### src/rtl/mult_pkg.sv
// Shared state encoding and default sizing for the shift-and-add multiplier.
package mult_pkg;

    localparam int unsigned W_DEFAULT     = 4;
    localparam int unsigned CNT_W_DEFAULT = $clog2(W_DEFAULT);

    typedef enum logic [0:0] {
        IDLE = 1'b0,
        CALC = 1'b1
    } state_t;

endpackage

### src/rtl/start_edge_sync.sv
// Two-flop synchronizer for the push-button start, followed by a rising-edge detector.
module start_edge_sync (
    input  logic clk,
    input  logic rst_n,
    input  logic async_in,
    output logic rise_c
);

    logic sync1;
    logic sync2;
    logic sync2_q;

    // sync1/sync2 resolve metastability; sync2_q remembers the previous synchronized level.
    always_ff @(posedge clk or negedge rst_n) begin
        if (!rst_n) begin
            sync1   <= 1'b0;
            sync2   <= 1'b0;
            sync2_q <= 1'b0;
        end else begin
            sync1   <= async_in;
            sync2   <= sync1;
            sync2_q <= sync2;
        end
    end

    assign rise_c = sync2 & ~sync2_q;

endmodule

### src/rtl/shift_add_multiplier.sv
// Sequential unsigned multiplier: one shift-and-add step per clock, W steps per product.
module shift_add_multiplier
    import mult_pkg::*;
#(
    parameter int unsigned W = W_DEFAULT
) (
    input  logic             clk,
    input  logic             rst_n,
    input  logic             start,
    input  logic [W-1:0]     q_in,
    input  logic [W-1:0]     r_in,
    output logic [W-1:0]     q_out,
    output logic [W-1:0]     r_out,
    output logic [2*W-1:0]   p_out,
    output logic             busy,
    output logic             done
);

    localparam int unsigned      PW    = 2 * W;
    localparam int unsigned      CNT_W = (W > 1) ? $clog2(W) : 1;
    localparam logic [CNT_W-1:0] LAST  = CNT_W'(W - 1);

    state_t           state;
    logic [PW-1:0]    acc;
    logic [PW-1:0]    mcand;
    logic [W-1:0]     mplier;
    logic [CNT_W-1:0] count;
    logic             start_rise_c;
    logic [PW-1:0]    acc_sum_c;

    start_edge_sync u_start_sync (
        .clk      (clk),
        .rst_n    (rst_n),
        .async_in (start),
        .rise_c   (start_rise_c)
    );

    // Accumulator value after this cycle's conditional add; also the final product on the last step.
    always_comb begin
        acc_sum_c = acc;
        if (mplier[0]) begin
            acc_sum_c = acc + mcand;
        end
    end

    always_ff @(posedge clk or negedge rst_n) begin
        if (!rst_n) begin
            state  <= IDLE;
            q_out  <= '0;
            r_out  <= '0;
            p_out  <= '0;
            busy   <= 1'b0;
            done   <= 1'b0;
            acc    <= '0;
            mcand  <= '0;
            mplier <= '0;
            count  <= '0;
        end else begin
            done <= 1'b0;
            case (state)
                IDLE: begin
                    if (start_rise_c) begin
                        q_out  <= q_in;
                        r_out  <= r_in;
                        p_out  <= '0;
                        acc    <= '0;
                        mcand  <= PW'(q_in);
                        mplier <= r_in;
                        count  <= '0;
                        busy   <= 1'b1;
                        state  <= CALC;
                    end
                end
                CALC: begin
                    // Edges seen while calculating are dropped; the detector only fires once per level change.
                    acc    <= acc_sum_c;
                    mcand  <= mcand << 1;
                    mplier <= mplier >> 1;
                    count  <= count + CNT_W'(1);
                    if (count == LAST) begin
                        p_out <= acc_sum_c;
                        done  <= 1'b1;
                        busy  <= 1'b0;
                        state <= IDLE;
                    end
                end
                default: state <= IDLE;
            endcase
        end
    end

endmodule

### config.mk
export PLATFORM = sky130hd
export DESIGN_NAME = shift_add_multiplier
export DESIGN_NICKNAME = d
export VERILOG_FILES = /design/src/rtl/mult_pkg.sv /design/src/rtl/start_edge_sync.sv /design/src/rtl/shift_add_multiplier.sv
export SDC_FILE = /design/constraint.sdc
export NUM_CORES = 1
export LEC_CHECK = 0
export BUFFER_PORTS_ARGS = -buffer_cell sky130_fd_sc_hd__buf_2
export CORE_MARGIN = 3
export CORE_UTILIZATION = 40
export CTS_CLUSTER_SIZE = 30
export DETAILED_ROUTE_END_ITERATION = 8
export SLEW_MARGIN = 20
export SYNTH_ARGS = -nofsm -noshare
export SYNTH_HDL_FRONTEND = slang
export SYNTH_SLANG_ARGS = --single-unit
### constraint.sdc
create_clock -name clk -period 2.41 [get_ports clk]
set_clock_uncertainty 0.2 [all_clocks]
set_input_delay 0.241 -clock clk [delete_from_list [all_inputs] [get_ports clk]]
set_output_delay 0.241 -clock clk [all_outputs]
set_load 0.05 [all_outputs]
# [After elaboration in Yosys (flattened, before gate mapping)]
# Index checks and enable logic that the tools add are counted.
[word_totals] elab_cells=42 in_bits=11 out_inout_bits=18 reg_bits=44
[op_classes] bitwise_logic=3 mux=19 eq_ne=3 n_reduce_logical=2 add_sub_neg=2
[op_table] cell="8-bit one-hot mux with 2 select lines" count=3
[op_table] cell="8-bit two-way mux" count=4
[op_table] cell="8-bit adder" count=1
[op_table] cell="4-bit one-hot mux with 2 select lines" count=1
[op_table] cell="1-bit two-way mux" count=6
[op_table] cell="4-bit two-way mux" count=1
[op_table] cell="1-bit one-hot mux with 2 select lines" count=2
[op_table] cell="2-bit one-hot mux with 2 select lines" count=1
[op_table] cell="2-bit AND reduction" count=2
[op_table] cell="2-bit by 1-bit adder with 2-bit output, second input constant" count=1
[op_table] cell="2-bit == test, second input constant" count=1
[op_table] cell="2-bit two-way mux" count=1
[op_table] cell="2-bit by 1-bit != test with 1-bit output, second input constant" count=1
[op_table] cell="2-bit != test, second input constant" count=1
[op_table] cell="1-bit NOT" count=2
[op_table] cell="1-bit bitwise AND" count=1

# [Logic depth before layout (Yosys ltp)]
# Gate-level depths: netlist of the first run.
[depth] depth_word=4 mapped_depth=8 mapped_depth_nobuf=8

# [Cells and area by module]
# From an unflattened synthesis of the first run, not the netlist that was laid out.
[hier_totals] hier_cells=198 area_unflattened_um2=2079.5
[modules_own_cells] mod="shift_add_multiplier" cells_each=194 area_per_inst_um2=1990.7 seq_area_each_um2=1026.0 instances=1
[modules_own_cells] mod="start_edge_sync" cells_each=4 area_per_inst_um2=88.8 seq_area_each_um2=75.1 instances=1

# [Worst setup path before layout of the first run]
# Ideal clock, no wire load.
[synth_timing] path_kind="reg-to-reg" start="reg acc[1]" end="reg acc[7]" arrival_time_ns=1.738 setup_time_ns=0.069 period_less_slack_ns=2.008 path_slack_ns=0.402 path_stages_with_launch=7 n_path_buf=0 required_time_ns=2.141 cell_sequence="dfrtp_1 -> ha_1 -> a211oi_1 -> o211ai_1 -> a2111oi_0 -> a41oi_1 -> nand3_1"
[synth_via] elab_chain_len=3
[synth_rtl] item="start: declaration" line_no="shift_add_multiplier.sv:24" rtl="logic [PW-1:0] acc;"
[synth_rtl] item="start signal: assignment" line_no="shift_add_multiplier.sv:76" rtl="acc <= acc_sum_c;"
[synth_rtl] item="8-bit adder" line_no="shift_add_multiplier.sv:42" rtl="acc_sum_c = acc + mcand;"
[synth_rtl] item="8-bit two-way mux" line_no="shift_add_multiplier.sv:41" rtl="if (mplier[0]) begin"
[synth_rtl] item="8-bit one-hot mux with 2 select lines" line_no="shift_add_multiplier.sv:60" rtl="case (state)"
# No other way between the ends.
# A chain may end at the register's enable or synchronous reset.

# [Worst setup path after layout of the first run]
[layout_timing] start="reg mcand[2]" end="reg acc[7]"
[layout_via] elab_chain_len=3
[layout_rtl] item="start: declaration" line_no="shift_add_multiplier.sv:25" rtl="logic [PW-1:0] mcand;"
[layout_rtl] item="start signal: assignment" line_no="shift_add_multiplier.sv:67" rtl="mcand <= PW'(q_in);"
[layout_rtl] item="start signal: assignment" line_no="shift_add_multiplier.sv:77" rtl="mcand <= mcand << 1;"
[layout_rtl] item="8-bit adder" line_no="shift_add_multiplier.sv:42"
[layout_rtl] item="8-bit two-way mux" line_no="shift_add_multiplier.sv:41"
[layout_rtl] item="8-bit one-hot mux with 2 select lines" line_no="shift_add_multiplier.sv:60"
# No other way between the ends.

==> results.md, run 1 <==
- Ports: 29
- Comb power frac: 0.483
- CTS clk-pin slew, worst paths: about 0.090 ns
- RSZ-0062 raised after global routing: false
- Clock root cell: clkbuf_8
- Sink Count: 44
- Mapped Cells: roughly 230
- Setup ws final: 0.285 ns
- Row count: 25
- Seq pwr share: 0.377
- Die Wd: 79.1 um
- Netlist cell types: 37
- Initial Util: 0.433
- Core Region: just under 5000 um^2
- Buffers on Ports: 28
- First-pass GRT wire length: 8180 um
- DRC viols: 0
- Post-synthesis cell area: 2140 um^2
- EDFF count, synth: 0
- Fin crit share: 0.882
- Maximum buffer depth of the clock tree: 2
- Yosys reg bits: 44
- Type of the worst min-delay path: reg -> reg
- HPWL after DPL: 3120 um
- Worst-path maximum fanout: 4
- Synth Area in XOR/XNOR: 0.0164
- CP startpoint kind: flip-flop
- Post-DR wirelength/cell: 13.4 um
- Final Setup Violations: 0
- LEAKAGE: roughly 0.0013 uW
- Max_cap viols: 0
- Vias in the first global route: 1778
- Antenna violations before repair: 0
- Vias: approximately 1700
- Final min period: 2.13 ns
- Post-synthesis mux area share: 0.0339
- Total GRT Usage: 0.166
- Final hold violation count: 0
- DR pass1 iterations: 4
- Worst EP arrival: roughly 2.2 ns
- Final wirelength: roughly 4600 um
- Top_reg_cell synth: dfrtp_1
- Largest cells by area after synthesis: dfrtp_1 (51%), nand2_1 (12%), ha_1 (4.7%)
- # diodes: 0
- Die height: approximately 79 um
- Critical Path End Type: flip-flop
- Pre-CTS setup slack: ~0.23 ns
- PD cells: 1240 nW/um^2
- Nets: 298
- Required time of the critical path: 2.45 ns
- IR drop worst, VDD: 0.612 mV
- Slew margin rel.: 0.627
- Measured slew at the worst slew-check pin: 0.559 ns
- Reg2reg path depth: 6
- Avg Inst Size Synth: between 9 and 10 um^2
- Layout cell share with drive strength beyond 1: 0.191
- Clk pwr share: 0.141
- Post-route ant nets: 0
- Largest family of logic cells by synthesized area: simple AND/OR/NAND/NOR gates
- Synth top area share: 0.515
- Final GP Congestion: 0.769
- R2R Setup Slk: 0.28 ns
- CTS buffer count: 5
- Vias per cell: ~5.1
- Internal power: 1700 uW
- Sw Share: 0.471
- Switching pwr: 1510 uW
- Clk_lat worst skew: around 0.30 ns
- Seq/Total Area, Yosys: 0.515
- Critical R2R Capture: acc[7]
- Async SR Flop Fraction: 1.00
- Die area: ~6300 um^2
- F_max: approximately 470 MHz
- FF-to-FF Start: mcand[2]
- Simple-gate portion of the synthesized area: 0.199
- Fillers: 500
- CP Launch Point: mcand[2]
- H-tree levels: 2
- Crit Path Category: reg -> reg
- Post-synthesis compound-gate area fraction: 0.144
- Post-CTS setup buffer count: 0
- Syn Nets: 254
- Synthesized-area fraction occupied by adder cells: 0.0561
- Slew Viols, Final: 0
- Initial DRC Count: 88
- Setup TNS: 0 ns
- Yosys Warn Count: 0
- P&R area growth vs syn: 20.7%
- CTS tree: yes
- Largest net degree at the start of global routing: between 40 and 50
- Area leader, netlist: dfrtp_1
- Total grt overflow: 0
- Status: complete, no violations
- Most common cell in the netlist: nand2_1
- Synth top cells by count: nand2_1 (66), dfrtp_1 (44), o21ai_0 (20), nand3_1 (12), a21oi_1 (10)
- CP endpoint: acc[7]
## state kept, by name, indices dropped and copies added, names as in the netlist, 2 cells and up
register	count
r_out	4
mcand	8
acc	8
q_out	4
count	2
p_out	8
mplier	4
## cell families (layout without fill, tap and decap cells)
| logic type | count (synthesis) | count (layout) |
|---|---|---|
| flops | 44 | 44 |
| compound gates | 50 | 50 |
| mux | 7 | 7 |
| simple gates | 100 | 100 |
| fa+ha+maj | 9 | 9 |
| buf+inv | 20 | 64 |
| xor+xnor | 4 | 4 |
## stage by stage
| step | power [uW] | hold WS, ns | util | cell area (um^2) | instances |
|---|---|---|---|---|---|
| floorplan | 2370 | -0.255 | - | 2140 | 234 |
| detailed placement | 2770 | 0.146 | 0.485 | 2390 | 328 |
| global placement | 2750 | 0.133 | 0.485 | 2390 | 328 |
| finish | 3210 | 0.157 | 0.523 | 2580 | 345 |
| global route | 3480 | 0.182 | 0.523 | 2580 | 345 |
| CTS | 3240 | 0.165 | 0.521 | 2580 | 345 |
## how the worst min path moves through the flow
stage | from | endpoint | cells after the start
after global placement | u_start_sync.sync1 | u_start_sync.sync2 | 0
after detailed placement | u_start_sync.sync1 | u_start_sync.sync2 | 0
final | u_start_sync.sync1 | u_start_sync.sync2 | 0
after global routing | u_start_sync.sync1 | u_start_sync.sync2 | 0
after floorplan | rst_n | acc[0] | 0
after CTS | u_start_sync.sync1 | u_start_sync.sync2 | 0
## what timing repair did
action,in CTS,in global routing
endpoints found under the setup margin,0,1
hold buffers,10,0
endpoints found under the hold margin,55,0
resized for setup,0,2
## layer usage
layer	wire length (um)	global-route usage	part of all wire
met1	2280	0.218	0.49
met2	2130	0.276	0.46
met3	139	0.0351	0.030
met4	61	0.0515	0.013
met5	0	0	0
## layout by cell type (no fill, tap or decap), types with 3 or more instances in the layout
master | Yosys | layout
nand2_1 | 66 | 66
dfrtp_1 | 44 | 44
buf_2 | 2 | 28
o21ai_0 | 20 | 20
nand3_1 | 12 | 12
a21oi_1 | 10 | 10
dlygate4sd3_1 | 0 | 10
buf_4 | 0 | 10
nor2_1 | 8 | 8
ha_1 | 8 | 8
inv_1 | 7 | 7
mux2i_1 | 5 | 5
o211ai_1 | 5 | 5
clkbuf_8 | 0 | 5
xnor2_1 | 4 | 4
and3_1 | 4 | 4
a31oi_1 | 3 | 3
## worst max-delay path, cell delays in order, from the launching register on
cell       delay (ns)
dfrtp_1          0.42
ha_1             0.34
o211ai_1         0.26
o211ai_1         0.21
a2111oi_1        0.44
a41oi_1          0.09
nand3_1          0.11
## power groups by stage
stage          Combinational (uW)  Clock, uW  Sequential (uW)
2_1_floorplan                 742          0             1630
3_3_place_gp                 1530          0             1220
3_5_place_dp                 1550          0             1220
4_1_cts                      1560        469             1210
5_1_grt                      1730        498             1250
6_report                     1550        451             1210
## layout make-up
cell class	instances	area, um^2	share of cell area
Sequential cell	44	1100	0.426
Multi-Input combinational cell	170	967	0.375
Timing Repair Buffer	48	315	0.122
Tap cell	67	83.8	0.0325
Clock buffer	5	68.8	0.0266
Inverter	9	33.8	0.0131
Clock inverter	2	12.5	0.00484
No activity file was read; power rests on OpenSTA's default activity.
==> run 2: changes to the inputs <==
==> constraint.sdc (replaced) <==
create_clock -name clk -period 2.71 [get_ports clk]
set_clock_uncertainty 0.2 [all_clocks]
set_input_delay 0.271 -clock clk [delete_from_list [all_inputs] [get_ports clk]]
set_output_delay 0.271 -clock clk [all_outputs]
set_load 0.05 [all_outputs]
==> run 2 against run 1 <==
Net effect:
- sequential share of layout area fell by 0.23 points
- setup slack better by 0.21 ns
- core utilization is 0.28 points higher
- critical path type unchanged
- highest routed layer unchanged
- total power is 7.0% lower
- clock power is 20% higher
==> results.md, run 2 (synthesis gave the netlist of run 1 again) <==
- Final Setup Violations: 0
- Die area: about 6300 um^2
- Type of the worst min-delay path: reg -> reg
- Buffers on Ports: 28
- Setup ws final: 0.493 ns
- Post-DR wirelength/cell: 13.6 um
- Critical Path Max Stage Delay: 0.43 ns
- Crit Path Category: reg -> reg
- HP Start: u_start_sync.sync1
- Nets: 295
- Post-CTS setup buffer count: 0
- CP startpoint kind: flip-flop
- LEAKAGE: 0.00129 uW
- Vias in the first global route: 1715
- F_max: roughly 450 MHz
- Quantity of hold-fixing buffers added after cts: 10
- Sw Share: 0.456
- Design Area, Final: 2600 um^2
- Required time of the critical path: 2.75 ns
- Status: complete, no violations
- # diodes: 0
- Fillers: 478
- HPWL after DPL: 3160 um
- Initial DRC Count: 114
- Final hold violation count: 0
- CTS tree: yes
- Total GRT Usage: 0.170
- PD cells: around 1100 nW/um^2
- Clk pwr share: 0.181
- Die Wd: 79.1 um
- Slowest stage cell, crit path: a2111oi_0
- Initial Util: 0.433
- Seq pwr share: 0.363
- H-tree levels: 2
- Post-route ant nets: 0
- Cts repair resizes: 0
- Commonest non-fill, non-tap cell in the layout: nand2_1
- Most frequent cells in the layout: nand2_1 (66), dfrtp_1 (44), buf_2 (27), o21ai_0 (20), nand3_1 (12)
- Vias: 1756
- Critical Path End Type: flip-flop
- Maximum buffer depth of the clock tree: 2
- Utilization after layout: 0.525
- Comb power frac: 0.456
- Row count: 25
- Final GP Congestion: 0.780
- R2R Setup Slk: ~0.5 ns
- First-pass GRT wire length: 8240 um
- FF-to-FF Start: acc[1]
- Worst EP arrival: around 2.3 ns
- Switching pwr: 1360 uW
- P&R area growth vs syn: 21.3%
- Max_cap viols: 0
- Core Region: 4940 um^2
- Measured slew at the worst slew-check pin: 0.589 ns
- Crit path max-delay family: compound AO/OA/AOI/OAI gates
- CP Launch Point: acc[1]
- Buffers & Inverters on Critical Path: 0
- Die height: a little under 80 um
- Antenna violations before repair: 0
- DRC viols: 0
- Fin crit share: 0.818
- Layout cell share with drive strength beyond 1: 0.181
- Pre-CTS setup slack: 0.513 ns
- Slew margin rel.: 0.606
- Crit-path cells: ha_1 > a211oi_1 > o211ai_1 > a2111oi_0 > a41oi_1 > nand3_1
- Dpl cell area: 2370 um^2
- Vias per cell: 5.12
- CTS clk-pin slew, worst paths: 0.09 ns
- Final min period: 2.22 ns
- Setup TNS: 0 ns
- Largest net degree at the start of global routing: 45
- RSZ-0062 raised after global routing: false
- Biggest regs: acc: 8 flops, mcand: 8 flops, p_out: 8 flops
- Ports: 29
- Internal power: 1620 uW
- DR pass1 iterations: 4
- Worst-path maximum fanout: 4
- CTS buffer count: 5
- Clock root cell: clkbuf_8
- Slew Viols, Final: 0
- Clk_lat worst skew: 0.30 ns
- Sink Count: 44
- IR drop worst, VDD: 0.578 mV
- Final wirelength: ~4700 um
- Total grt overflow: 0
## run 2: power by group through the flow
stage | logic [uW] | clock network [uW] | registers (uW)
global placement | 1340 | 0 | 1090
finish | 1360 | 541 | 1080
floorplan | 660 | 0 | 1450
detailed placement | 1360 | 0 | 1090
global route | 1520 | 573 | 1120
CTS | 1370 | 554 | 1080
## run 2: path summary, 6_finish.rpt
path	to	depth (start not counted)
max reg2reg	acc[7]	6
min in group asynchronous	mplier[3]	2
min	u_start_sync.sync2	0
max	acc[7]	6
max in group asynchronous	u_start_sync.sync1	2
min reg2reg	u_start_sync.sync2	0
## run 2: area by class of cell
class	instances	area, um^2	share of cell area
Clock buffer	6	82.6	0.0318
Clock inverter	2	38.8	0.0149
Inverter	9	33.8	0.0130
Multi-Input combinational cell	170	961	0.370
Sequential cell	44	1100	0.424
Tap cell	67	83.8	0.0323
Timing Repair Buffer	45	295	0.114
## run 2: layer usage
metal,share of wire,routed length (um),vias to the layer above,global-route usage
li1,-,-,883,-
met5,0,0,-,0
met3,0.037,172,7,0.0351
met1,0.50,2330,832,0.238
met2,0.45,2090,34,0.258
met4,0.015,70,0,0.0619
## run 2: metrics by stage
stage,cells,hold WS [ns],total power (uW)
after floorplan,234,-0.225,2110
after global placement,325,0.133,2430
after detailed placement,325,0.136,2450
after CTS,343,0.157,3010
after global routing,343,0.175,3220
final,343,0.154,2980
## run 2: worst reg2reg max path, cell delays in order (launching register included)
cell and delay, ns:
dfrtp_1 0.41, ha_1 0.32, a211oi_1 0.39, o211ai_1 0.20
a2111oi_0 0.43, a41oi_1 0.08, nand3_1 0.11
